## config.mk

```make
export PLATFORM = sky130hd
export DESIGN_NAME = wos_line_feeder
export DESIGN_NICKNAME = d
export VERILOG_FILES = /design/src/rtl/wos_line_feeder.sv
export SDC_FILE = /design/constraint.sdc
export NUM_CORES = 1
export LEC_CHECK = 0
export ABC_AREA = 1
export CAP_MARGIN = 20
export CORE_ASPECT_RATIO = 1.2
export CORE_MARGIN = 3
export CORE_UTILIZATION = 35
export CTS_CLUSTER_SIZE = 40
export DETAILED_ROUTE_END_ITERATION = 16
export GPL_ROUTABILITY_DRIVEN = 0
export PLACE_DENSITY = 0.56
export RECOVER_POWER = 50
export SYNTH_ARGS = -nofsm -noshare
export SYNTH_HDL_FRONTEND = slang
export SYNTH_SLANG_ARGS = --single-unit
export TNS_END_PERCENT = 5
```

## constraint.sdc

```tcl
create_clock -name clk -period 3.7 [get_ports clk]
set_input_delay 1.11 -clock clk [delete_from_list [all_inputs] [get_ports clk]]
set_output_delay 1.11 -clock clk [all_outputs]
set_load 0.05 [all_outputs]
```

## src/rtl/wos_line_feeder.sv

```systemverilog
// Line feeder for the rank-order filter: buffers one line, then replays it as a
// gap-free burst with HALF edge-padding samples on each side. Optional: WOS_ZERO_PAD_EN.
module wos_line_feeder #(
    parameter int N         = 3,
    parameter int data_bits = 8,
    parameter int LINE_MAX  = 64,
    parameter int len_bits  = 7
) (
    input  logic                 clk,
    input  logic                 rst,
    input  logic [data_bits-1:0] i_data,
    input  logic                 i_valid,
    input  logic                 i_last,
    output logic                 i_ready,
    output logic [data_bits-1:0] o_new,
    output logic                 o_win_valid,
    output logic                 o_win_last,
    output logic                 o_busy
);
    localparam int HALF = (N - 1) / 2;
    localparam int AW   = (LINE_MAX > 1) ? $clog2(LINE_MAX) : 1;
    localparam logic [len_bits-1:0] HALF_L = len_bits'(HALF);
    localparam logic [len_bits-1:0] TWO_H  = len_bits'(2 * HALF);
    localparam logic [len_bits-1:0] LAST_W = len_bits'(LINE_MAX - 1);
    localparam logic [len_bits-1:0] ONE    = len_bits'(1);

    typedef enum logic [1:0] {ACCEPT, PRE, STREAM, POST} state_t;

    state_t                state, state_nx;
    logic [len_bits-1:0]   len, len_nx;
    logic [len_bits-1:0]   e, e_nx;
    logic [len_bits-1:0]   e_end;
    logic [AW-1:0]         rd_idx;
    logic                  emit;
    logic                  take;
    logic [data_bits-1:0]  src;
    logic [data_bits-1:0]  mem [LINE_MAX];
`ifdef WOS_ZERO_PAD_EN
    logic                  pad;
`endif

    assign e_end = len + TWO_H - ONE;
    // o_busy still covers the final POST output, so the line buffer stays
    // closed until that sample has been presented downstream.
    assign i_ready = (state == ACCEPT) && !o_busy;
    assign take    = i_valid && i_ready;

    always_comb begin
        state_nx = state;
        len_nx   = len;
        e_nx     = e;
        rd_idx   = '0;
        emit     = 1'b0;
`ifdef WOS_ZERO_PAD_EN
        pad      = 1'b0;
`endif
        unique case (state)
            ACCEPT: begin
                if (take) begin
                    len_nx = len + ONE;
                    if (i_last || len == LAST_W) state_nx = PRE;
                end
            end
            PRE: begin
                emit = 1'b1;
`ifdef WOS_ZERO_PAD_EN
                pad  = 1'b1;
`endif
                e_nx = e + ONE;
                if (e == HALF_L - ONE) state_nx = STREAM;
            end
            STREAM: begin
                emit   = 1'b1;
                rd_idx = AW'(e - HALF_L);
                e_nx   = e + ONE;
                if (e == HALF_L + len - ONE) state_nx = POST;
            end
            POST: begin
                emit   = 1'b1;
`ifdef WOS_ZERO_PAD_EN
                pad    = 1'b1;
`endif
                rd_idx = AW'(len - ONE);
                if (e == e_end) begin
                    state_nx = ACCEPT;
                    e_nx     = '0;
                    len_nx   = '0;
                end else begin
                    e_nx = e + ONE;
                end
            end
        endcase
    end

`ifdef WOS_ZERO_PAD_EN
    assign src = pad ? '0 : mem[rd_idx];
`else
    assign src = mem[rd_idx];
`endif

    always_ff @(posedge clk) begin
        if (take) mem[AW'(len)] <= i_data;
    end

    always_ff @(posedge clk) begin
        if (rst) begin
            state <= ACCEPT;
            len   <= '0;
            e     <= '0;
        end else begin
            state <= state_nx;
            len   <= len_nx;
            e     <= e_nx;
        end
    end

    always_ff @(posedge clk) begin
        if (rst) begin
            o_new       <= '0;
            o_win_valid <= 1'b0;
            o_win_last  <= 1'b0;
            o_busy      <= 1'b0;
        end else if (emit) begin
            o_new       <= src;
            o_win_valid <= (e >= TWO_H);
            o_win_last  <= (e == e_end);
            o_busy      <= 1'b1;
        end else begin
            o_win_valid <= 1'b0;
            o_win_last  <= 1'b0;
            o_busy      <= 1'b0;
        end
    end
endmodule

```

==> load_flow_metrics.sql, run 1 <==
INSERT INTO impl_metrics (metric_group, metric, value, unit) VALUES
('timing', 'fin_worst_skew', '18.9', 'ps'),
('synth', 'synthCells', '2532', ''),
('setup_path', 'timing.critical_path.from', 'state[1]', ''),
('detailed_routing', 'post-route-drc-count', '0', ''),
('detailed_routing', 'via_per_inst', '4.94', ''),
('finish', 'net_count_reported_at_finish', '2560', ''),
('setup_path', 'timing.reg2reg.worst_path_depth', '16', ''),
('cts', 'cts_sinks', '539', ''),
('power_and_ir_drop', 'power.ir.vdd_worst', '456', 'µV'),
('die', 'floorplan.core_area', '68800', 'µm²'),
('setup_path', 'timing_worst_setup_path_type', 'reg -> reg', ''),
('setup_path', 'worst_setup_path_end_kind', 'flop', ''),
('run_status', 'failed_checks', 'capacitance limit, slew limit', ''),
('synth', 'sequential_share_of_the_synthesized_area', '0.649', ''),
('timing', 'fin_worst_hold_slack', '484', 'ps'),
('detailed_routing', 'drt_first_iter_violations', '1373', ''),
('finish', 'mostFrequentLayoutCell', 'sky130_fd_sc_hd__nand2_1', ''),
('setup_path', 'crit_end', 'o_new[3]', ''),
('setup_path', 'cp_max_fo', '48', ''),
('timing', 'final_max_slew_viol_count', '521', ''),
('finish', 'area_delta_synth_final', '11.5', '%'),
('placement', 'dpl_worst_slack', '298', 'ps'),
('timing', 'period_needed', '3370', 'ps'),
('synth', 'yosys.area_share.xor_xnor', '0.00107', ''),
('placement', 'dp_hpwl', '41200', 'µm'),
('die', 'ioPinCount', '24', ''),
('detailed_routing', 'route.detailed.wl_per_inst', '19.2', 'µm'),
('power_and_ir_drop', 'power_density', '678', 'nW/µm²'),
('flow_run', 'max_cap_violations', '8', ''),
('timing', 'rsz0062_at_grt', 'false', ''),
('finish', 'final_layout_size_suffix_gt1_frac', '0.0605', ''),
('synth', 'synthesis.area_per_instance', '9.68', 'µm²'),
('die', 'row_count', '105', ''),
('cts', 'numCtsBuffers', '52', ''),
('detailed_routing', 'drt_wl_total', '67000', 'µm'),
('grt', 'global_route.overflow_total', '0', ''),
('synth', 'synth_top_family_by_area', 'simple AND/OR/NAND/NOR gates', ''),
('die', 'starting_density_of_the_core', '0.356', ''),
('run_status', 'run_status', 'finished, violations left', ''),
('grt', 'grt_pass1_wl', '102000', 'µm'),
('synth', 'synth_edf_count', '512', ''),
('detailed_routing', 'drt_pre_antenna_iters', '6', ''),
('synth', 'compound_cell_area_share_of_the_yosys_netlist', '0.0130', ''),
('setup_path', 'arrival', '3880', 'ps'),
('die', 'vertical_die_dimension', '296', 'µm'),
('synth', 'synth_async_sr_flop_share', '0', ''),
('setup_path', 'critical_path_start_type', 'flop', ''),
('cts', 'clk-insertion-delay-late', '610', 'ps'),
('die', 'design.die.area', '73300', 'µm²'),
('setup_path', 'ff2ff_setup_slack', '330', 'ps'),
('synth', 'synthFlopType', 'sky130_fd_sc_hd__edfxtp_1', ''),
('timing', 'slew-limit-headroom', '-0.260', ''),
('cts', 'cts_post_setup_buffers_inserted', '0', ''),
('timing', 'timing.final.crit_share', '0.912', ''),
('synth', 'syn-num-nets', '2555', ''),
('detailed_routing', 'antenna_left', '0', ''),
('detailed_routing', 'total_number_of_vias', '17200', ''),
('synth', 'ys.warnings.count', '0', ''),
('synth', 'synth_simple_gate_area_frac', '0.231', ''),
('timing', 'report.final.setup_viol', '0', ''),
('hold_path', 'holdCritPathClass', 'reg -> reg', ''),
('timing', 'worst_pin_slew', '1890', 'ps'),
('timing', 'timing.final.hold_violations', '0', ''),
('setup_path', 'timing.critical_path.required', '4200', 'ps'),
('grt', 'grt_max_degree', '102', ''),
('cts', 'clock_tree.htree_level_count', '2', ''),
('power_and_ir_drop', 'p_leak', '11.3', 'nW'),
('cts', 'cts.hold.buffers_added', '0', ''),
('synth', 'synth.ff_latch_count', '539', ''),
('cts', 'tritoncts_clock_tree', 'done', ''),
('cts', 'cts_root_buffer', 'sky130_fd_sc_hd__clkbuf_16', '');
## worst max-delay path: stages, from the launching register on
cell and delay, ps:
sky130_fd_sc_hd__dfxtp_1 380, sky130_fd_sc_hd__ha_1 340, sky130_fd_sc_hd__inv_2 160, sky130_fd_sc_hd__nand2_1 100
sky130_fd_sc_hd__nand2_1 90, sky130_fd_sc_hd__ha_1 250, sky130_fd_sc_hd__nand2_1 100, sky130_fd_sc_hd__nand3_2 140
sky130_fd_sc_hd__inv_2 390, sky130_fd_sc_hd__buf_12 310, sky130_fd_sc_hd__nand3_1 220, sky130_fd_sc_hd__nand3_1 180
sky130_fd_sc_hd__nand3_1 130, sky130_fd_sc_hd__nand3_1 200, sky130_fd_sc_hd__nand3_1 90, sky130_fd_sc_hd__nand2_1 80
sky130_fd_sc_hd__inv_1 40
## sequential cells by signal, summed over array words and instances (netlist names)
register and flops:
o_win_last 1, mem 512, state 2, o_win_valid 1, e 7, len 7, o_new 8, o_busy 1
## kinds of logic after synthesis
logic type               Yosys count
AND/OR/NAND/NOR                 1315
XOR/XNOR                           3
buffers and inverters            603
adder cells (fa/ha/maj)           11
AO/OA/AOI/OAI                     61
flip-flops                       539
## final cells by class
| type | instances | area [µm²] |
|---|---|---|
| antenna | 2 | 5.00 |
| clock buffer | 63 | 1360 |
| clock inverter | 34 | 299 |
| fill | 6837 | 41500 |
| inverter | 481 | 1810 |
| multi-input combinational | 1390 | 6170 |
| sequential | 539 | 15900 |
| tap | 909 | 1140 |
| timing repair buffer | 73 | 632 |
## routing by layer
metal	vias up	wire, µm	part of all wire	track usage
li1	8210	-	-	-
met3	139	4580	0.068	0.0301
met2	605	33200	0.50	0.322
met5	-	13	0.00019	0
met1	8293	27000	0.40	0.232
met4	2	2240	0.033	0.0618
## power by group
| part | switching [W] | internal [W] |
|---|---|---|
| registers | 0.000162 | 0.00686 |
| clock network | 0.00229 | 0.00297 |
| logic | 0.00451 | 0.00171 |
## through the flow
step	instances	utilization	area [µm²]	total power, W
after floorplan	2532	-	24500	0.0112
after global placement	3392	0.374	25800	0.0133
after detailed placement	3392	0.374	25800	0.0134
after CTS	3489	0.398	27400	0.0186
after global routing	3489	0.397	27300	0.0195
final	3491	0.397	27300	0.0185
## how the worst min path moves through the flow
stage / slack [ps] / depth (start not counted) / endpoint
after global routing: 510 / 2 / len[6]
after floorplan: 460 / 2 / len[6]
after CTS: 480 / 2 / len[6]
after global placement: 470 / 2 / len[6]
final: 480 / 2 / len[6]
after detailed placement: 480 / 2 / len[6]
## cells in the mapped netlist, types with 3 or more instances
cell type                  count  share of area
sky130_fd_sc_hd__nor2_1      249          0.038
sky130_fd_sc_hd__buf_4        24         0.0073
sky130_fd_sc_hd__buf_2        74          0.015
sky130_fd_sc_hd__inv_2         8         0.0012
sky130_fd_sc_hd__dfxtp_1      27          0.022
sky130_fd_sc_hd__nor3_1        4        0.00082
sky130_fd_sc_hd__inv_1       470          0.072
sky130_fd_sc_hd__nand4_1      11         0.0028
sky130_fd_sc_hd__edfxtp_1    512           0.63
sky130_fd_sc_hd__nand3_2       3         0.0012
sky130_fd_sc_hd__o21ai_1       7         0.0014
sky130_fd_sc_hd__nand2_1     537          0.082
sky130_fd_sc_hd__ha_1         11         0.0056
sky130_fd_sc_hd__nand2_2       4         0.0010
sky130_fd_sc_hd__a21oi_1      32         0.0065
sky130_fd_sc_hd__buf_1         3        0.00046
sky130_fd_sc_hd__nand3_1     500           0.10
sky130_fd_sc_hd__o21ai_0      17         0.0035
sky130_fd_sc_hd__clkbuf_1     19         0.0029
No activity file was read; power rests on OpenSTA's default activity.
==> run 2, diff against run 1 <==
--- a/config.mk
+++ b/config.mk
@@ -15,2 +15,3 @@
 export GPL_ROUTABILITY_DRIVEN = 0
+export GPL_TIMING_DRIVEN = 0
 export PLACE_DENSITY = 0.56
--- a/constraint.sdc
+++ b/constraint.sdc
@@ -3,2 +3,2 @@
 set_output_delay 1.11 -clock clk [all_outputs]
-set_load 0.05 [all_outputs]
+set_load 0.005 [all_outputs]
==> run 2 against run 1 <==
  * Worst hold slack better by 3.5 ps
  * Clock-buffer cell count unchanged
  * Largest power group is now combinational logic
  * Total power up 3.4%
  * Sequential cell count did not move
  * Final cell count is 2.3% higher
  * Critical path depth shrank 8
  * Die area stayed put
  * Maximum frequency down 13%
  * Wire length grew 11%
  * The flow finishes with violations (capacitance limit, slew limit, setup timing)
==> load_flow_metrics.sql, run 2 (same netlist as run 1, synthesis figures left out) <==
INSERT INTO impl_metrics (metric_group, metric, value, unit) VALUES
('run_status', 'run_status', 'finished, violations left', ''),
('run_status', 'failed_checks', 'capacitance limit, slew limit, setup timing', ''),
('setup_path', 'timing.critical_path.required', '3930', 'ps'),
('setup_path', 'cp_max_fo', '9', ''),
('setup_path', 'timing.rr.end', 'mem[21][1]', ''),
('die', 'vertical_die_dimension', '296', 'µm'),
('timing', 'worst_pin_slew', '1830', 'ps'),
('power_and_ir_drop', 'p_leak', '11.5', 'nW'),
('placement', 'dp_hpwl', '50300', 'µm'),
('detailed_routing', 'drt_wl_total', '74200', 'µm'),
('timing', 'timing.final.crit_share', '1.05', ''),
('timing', 'slew-limit-headroom', '-0.220', ''),
('placement', 'io_buffers', '22', ''),
('cts', 'clock_tree.htree_level_count', '2', ''),
('timing', 'timing.final.hold_violations', '0', ''),
('finish', 'utilization', '0.403', ''),
('grt', 'grt_pass1_wl', '110000', 'µm'),
('cts', 'cts_root_buffer', 'sky130_fd_sc_hd__clkbuf_16', ''),
('grt', 'track_usage', '0.204', ''),
('finish', 'area_delta_synth_final', '13.3', '%'),
('finish', 'final_layout_size_suffix_gt1_frac', '0.104', ''),
('hold_path', 'hold_path_endpoint', 'len[6]', ''),
('cts', 'clk-insertion-delay-late', '610', 'ps'),
('setup_path', 'path_buf_inv', '3', ''),
('finish', 'fin_area', '27800', 'µm²'),
('die', 'die_width', '248', 'µm'),
('detailed_routing', 'total_number_of_vias', '17900', ''),
('cts', 'cts.hold.buffers_added', '0', ''),
('finish', 'mostFrequentLayoutCell', 'sky130_fd_sc_hd__nand2_1', ''),
('cts', 'ctsLongestPathBuffers', '3', ''),
('timing', 'fin_worst_skew', '22.8', 'ps'),
('finish', 'largest_register', 'mem', ''),
('timing', 'setup_slack', '-176', 'ps'),
('setup_path', 'ff2ff_setup_slack', '-180', 'ps'),
('die', 'starting_density_of_the_core', '0.356', ''),
('flow_run', 'max_cap_violations', '7', ''),
('power_and_ir_drop', 'power_density', '689', 'nW/µm²'),
('finish', 'largest_register_ff_count', '512', ''),
('hold_path', 'holdCritPathClass', 'reg -> reg', ''),
('timing', 'fmax', '258', 'MHz'),
('finish', 'net_count_reported_at_finish', '2641', ''),
('grt', 'grt_max_degree', '65', ''),
('finish', 'reg.largest.list', 'mem x512, o_new x8', ''),
('setup_path', 'timing.reg2reg.worst_path_depth', '8', ''),
('setup_path', 'timing_worst_setup_path_type', 'reg -> reg', ''),
('cts', 'clk_pin_slew_worst_paths', '70', 'ps'),
('placement', 'numPlacedInstances', '3467', ''),
('die', 'floorplan.core_area', '68800', 'µm²'),
('finish', 'mostFrequentLayoutCells', '536 x sky130_fd_sc_hd__nand2_1, 512 x sky130_fd_sc_hd__edfxtp_1, 500 x sky130_fd_sc_hd__nand3_1', ''),
('setup_path', 'regToRegStartpoint', 'state[0]', ''),
('cts', 'tritoncts_clock_tree', 'done', ''),
('die', 'ioPinCount', '24', ''),
('setup_path', 'critical_path_start_type', 'flop', ''),
('grt', 'antenna_violations_before_repair', '0', ''),
('die', 'row_count', '105', ''),
('setup_path', 'arrival', '4110', 'ps'),
('setup_path', 'critPathTopFamily', 'simple AND/OR/NAND/NOR gates', ''),
('hold_path', 'min_path_cells', '2', ''),
('finish', 'num_antenna_cells', '0', ''),
('timing', 'period_needed', '3880', 'ps'),
('finish', 'final-instance-count-excl-fill', '3571', ''),
('grt', 'global_route.overflow_total', '0', ''),
('setup_path', 'cp_cell_sequence', 'inv_1 > ha_1 > clkinv_2 > nor2_1 > nand2_1 > clkinv_1 > nand4_1 > nor2_2', ''),
('setup_path', 'worst_setup_path_end_kind', 'flop', ''),
('timing', 'fin_worst_hold_slack', '487', 'ps'),
('finish', 'fillCellCount', '6792', ''),
('detailed_routing', 'route.detailed.wl_per_inst', '20.8', 'µm'),
('timing', 'final_max_slew_viol_count', '455', ''),
('cts', 'numCtsBuffers', '52', ''),
('detailed_routing', 'via_per_inst', '5.01', ''),
('hold_path', 'hold_path_startpoint', 'len[6]', ''),
('detailed_routing', 'antenna_left', '0', ''),
('timing', 'report.final.setup_viol', '64', ''),
('setup_path', 'critical-path-max-stage-delay', '1000', 'ps'),
('grt', 'first_global_vias', '17500', ''),
('power_and_ir_drop', 'power.ir.vdd_worst', '435', 'µV'),
('timing', 'rsz0062_at_grt', 'true', ''),
('timing', 'tns', '-8300', 'ps'),
('setup_path', 'worst_path_max_delay_cell', 'sky130_fd_sc_hd__nand4_1', ''),
('detailed_routing', 'post-route-drc-count', '0', ''),
('detailed_routing', 'drt_pre_antenna_iters', '6', ''),
('detailed_routing', 'drt_first_iter_violations', '1601', ''),
('placement', 'detailed_place.area', '25900', 'µm²'),
('setup_path', 'timing.critical_path.from', 'state[0]', ''),
('cts', 'cts_sinks', '539', ''),
('die', 'design.die.area', '73300', 'µm²');
[run 2: cell types whose count changed in the layout (fill, tap and decap cells not counted), sizes merged]
cell | previous run | this run
buf | 48 | 105
clkinv | 28 | 30
diode | 2 | 0
bufinv | 5 | 4
inv | 480 | 479
clkbuf | 74 | 98
clkinvlp | 2 | 3
clkdlybuf4s50 | 13 | 14
dlygate4sd3 | 1 | 0
[run 2: final cells by class]
class                   count  area [µm²]  share of cell area
plain buffers             121         713              0.0257
multi-input cells        1390        6270               0.226
clock inverters            35         279              0.0100
clock buffers              63        1370              0.0495
well taps                 909        1140              0.0410
repair buffers             33         274             0.00987
flip-flops and latches    539       15900               0.573
inverters                 481        1810              0.0652
[run 2: what timing repair did]
action	CTS	global route
pin swaps	0	2
buffers inserted	2	3
setup endpoints to repair	456	232
endpoints found under the hold margin	0	0
gates resized for setup	52	35
[run 2: through the flow]
step | setup slack (ps) | total power (W)
after floorplan | 920 | 0.0111
after global placement | -904 | 0.0137
after detailed placement | -664 | 0.0138
after CTS | -180 | 0.0190
after global routing | -239 | 0.0200
final | -176 | 0.0191
[run 2: how the worst max path moves through the flow]
stage / end / slack [ps] / cells past startpoint
2_1_floorplan: o_new[4] / 920 / 22
3_3_place_gp: mem[16][2] / -900 / 1
3_5_place_dp: o_new[2] / -660 / 21
4_1_cts: mem[13][4] / -180 / 8
5_1_grt: mem[13][7] / -240 / 8
6_report: mem[21][1] / -180 / 8
[run 2: where the power goes]
| group | switching, W | leakage [nW] | internal [W] |
|---|---|---|---|
| Clock | 0.00232 | 0.811 | 0.00293 |
| Sequential | 0.0000799 | 4.82 | 0.00686 |
| Combinational | 0.00504 | 5.88 | 0.00191 |
| Total | 0.00744 | 11.5 | 0.0117 |
[run 2: tightest hold or removal path, cell delays in order (launching register included)]
cell                      delay [ps]
sky130_fd_sc_hd__dfxtp_1         320
sky130_fd_sc_hd__nand2_1          70
sky130_fd_sc_hd__a21oi_1          50
[run 2: per-layer routing]
layer,global-route usage,share of wire
met2,0.349,0.49
met5,0,0
met1,0.254,0.39
met4,0.0997,0.053
met3,0.0292,0.067
==> run 3, diff against run 2 <==
Settings changed: MAX_ROUTING_LAYER set to met4.
==> run 3 against run 2 <==
  * The run ends with capacitance limit, slew limit left
  * Wire length is 0.19% higher
  * Clock skew is essentially flat
  * Sequential power hardly changed
  * Die area stayed put
  * Register-to-register slack gained 260 ps
  * First-iteration DRC count grew 4.9%
  * Via count about the same
  * Critical path depth unchanged
  * Total power about the same
  * Final cell count about the same
  * Clock power about the same
  * Worst setup slack improved by 260 ps
  * Largest cell class unchanged
  * Largest power group unchanged
==> load_flow_metrics.sql, run 3 (same netlist as run 1, synthesis figures left out) <==
INSERT INTO impl_metrics (metric_group, metric, value, unit) VALUES
('placement', 'io_buffers', '22', ''),
('grt', 'track_usage', '0.211', ''),
('detailed_routing', 'post-route-drc-count', '0', ''),
('cts', 'ctsLongestPathBuffers', '3', ''),
('finish', 'reg.largest.list', 'mem x512, o_new x8', ''),
('timing', 'fin_worst_skew', '23.0', 'ps'),
('run_status', 'run_status', 'finished, violations left', ''),
('cts', 'clk-insertion-delay-late', '610', 'ps'),
('grt', 'first_global_vias', '17500', ''),
('detailed_routing', 'total_number_of_vias', '17900', ''),
('die', 'design.die.area', '73300', 'µm²'),
('power_and_ir_drop', 'p_leak', '11.5', 'nW'),
('finish', 'largest_register', 'mem', ''),
('finish', 'area_delta_synth_final', '13.4', '%'),
('detailed_routing', 'antenna_left', '0', ''),
('timing', 'fin_worst_hold_slack', '487', 'ps'),
('placement', 'dpl_worst_slack', '-664', 'ps'),
('finish', 'net_count_reported_at_finish', '2643', ''),
('run_status', 'failed_checks', 'capacitance limit, slew limit', ''),
('finish', 'fin_area', '27800', 'µm²'),
('die', 'die_width', '248', 'µm'),
('cts', 'cts_sinks', '539', ''),
('setup_path', 'arrival', '3840', 'ps'),
('grt', 'grt_max_degree', '65', ''),
('cts', 'cts.hold.buffers_added', '0', ''),
('timing', 'worst_pin_slew', '1840', 'ps'),
('grt', 'global_route.overflow_total', '0', ''),
('finish', 'utilization', '0.404', ''),
('cts', 'cts_root_buffer', 'sky130_fd_sc_hd__clkbuf_16', ''),
('detailed_routing', 'via_per_inst', '5.01', ''),
('finish', 'mostFrequentLayoutCells', '536 x sky130_fd_sc_hd__nand2_1, 512 x sky130_fd_sc_hd__edfxtp_1, 500 x sky130_fd_sc_hd__nand3_1', ''),
('detailed_routing', 'route.detailed.wl_per_inst', '20.8', 'µm'),
('cts', 'clock_tree.htree_level_count', '2', ''),
('detailed_routing', 'drt_wl_total', '74300', 'µm'),
('timing', 'rsz0062_at_grt', 'true', ''),
('grt', 'grt_pass1_wl', '110000', 'µm'),
('timing', 'timing.final.hold_violations', '0', ''),
('finish', 'final_layout_size_suffix_gt1_frac', '0.105', ''),
('setup_path', 'timing.critical_path.required', '3920', 'ps'),
('finish', 'largest_register_ff_count', '512', ''),
('setup_path', 'cp_max_fo', '9', ''),
('setup_path', 'critical_path_start_type', 'flop', ''),
('finish', 'mostFrequentLayoutCell', 'sky130_fd_sc_hd__nand2_1', ''),
('timing', 'fmax', '277', 'MHz'),
('die', 'row_count', '105', ''),
('die', 'ioPinCount', '24', ''),
('hold_path', 'holdCritPathClass', 'reg -> reg', ''),
('die', 'starting_density_of_the_core', '0.356', ''),
('detailed_routing', 'drt_first_iter_violations', '1679', ''),
('die', 'vertical_die_dimension', '296', 'µm'),
('setup_path', 'timing_worst_setup_path_type', 'reg -> reg', ''),
('timing', 'report.final.setup_viol', '0', ''),
('placement', 'dp_hpwl', '50300', 'µm'),
('grt', 'antenna_violations_before_repair', '0', ''),
('timing', 'setup_slack', '86.5', 'ps'),
('placement', 'detailed_place.area', '25900', 'µm²'),
('cts', 'tritoncts_clock_tree', 'done', ''),
('timing', 'final_max_slew_viol_count', '455', ''),
('flow_run', 'max_cap_violations', '7', ''),
('timing', 'timing.final.crit_share', '0.977', ''),
('finish', 'num_antenna_cells', '0', ''),
('detailed_routing', 'drt_pre_antenna_iters', '6', ''),
('power_and_ir_drop', 'power.ir.vdd_worst', '433', 'µV'),
('timing', 'period_needed', '3610', 'ps'),
('timing', 'slew-limit-headroom', '-0.226', ''),
('setup_path', 'worst_setup_path_end_kind', 'flop', ''),
('cts', 'numCtsBuffers', '52', ''),
('finish', 'fillCellCount', '6791', ''),
('cts', 'clk_pin_slew_worst_paths', '60', 'ps'),
('die', 'floorplan.core_area', '68800', 'µm²'),
('power_and_ir_drop', 'power_density', '688', 'nW/µm²');
-- run 3: cell count changes in the layout (fill, tap and decap cells not counted), sizes merged --
cell    before  now
buf        105  106
clkbuf      98   99
clkinv      30   29
inv        479  480
-- run 3: metal layers --
metal | vias up | wire (µm) | track usage
li1 | 8390 | - | -
met1 | 8591 | 29500 | 0.255
met2 | 711 | 36200 | 0.349
met3 | 196 | 4730 | 0.0291
met4 | 0 | 3840 | 0.0994
met5 | - | 0 | -
-- run 3: report_power, final --
part           switching (W)  internal (W)
logic                0.00503       0.00192
registers          0.0000787       0.00686
clock network        0.00232       0.00293
-- run 3: repair_timing --
item | in CTS | in global routing
resized for setup | 52 | 39
pin swaps | 0 | 3
setup endpoints to repair | 456 | 232
setup buffers | 2 | 5
-- run 3: through the flow --
stage / cells / total power, W / TNS (ps)
finish: 3573 / 0.0191 / 0
CTS: 3566 / 0.0190 / -24940
floorplan: 2532 / 0.0111 / 0
global route: 3573 / 0.0200 / -2240
detailed placement: 3467 / 0.0138 / -165580
global placement: 3463 / 0.0137 / -515840
-- run 3: path summary, 6_finish.rpt --
path	from	cells after the start	end	slack (ps)
max reg2reg	state[0]	8	mem[62][0]	90
min	len[6]	2	len[6]	490
max	state[0]	8	mem[62][0]	90
min reg2reg	len[6]	2	len[6]	490
-- run 3: critical path, stage by stage, from the launching register on --
cell and delay (ps):
sky130_fd_sc_hd__dfxtp_1 340, sky130_fd_sc_hd__inv_1 130, sky130_fd_sc_hd__ha_1 350, sky130_fd_sc_hd__clkinv_2 240, sky130_fd_sc_hd__nor2_1 190, sky130_fd_sc_hd__nand2_1 170
sky130_fd_sc_hd__clkinv_1 180, sky130_fd_sc_hd__nand4_1 730, sky130_fd_sc_hd__nor2_1 900
-- run 3: layout make-up --
cell class / count / area [µm²] / share of cell area
sequential: 539 / 15900 / 0.573
multi-input combinational: 1390 / 6270 / 0.226
inverter: 481 / 1810 / 0.0652
clock buffer: 63 / 1370 / 0.0494
tap: 909 / 1140 / 0.0409
buffer: 121 / 719 / 0.0259
timing repair buffer: 35 / 289 / 0.0104
clock inverter: 35 / 279 / 0.0100
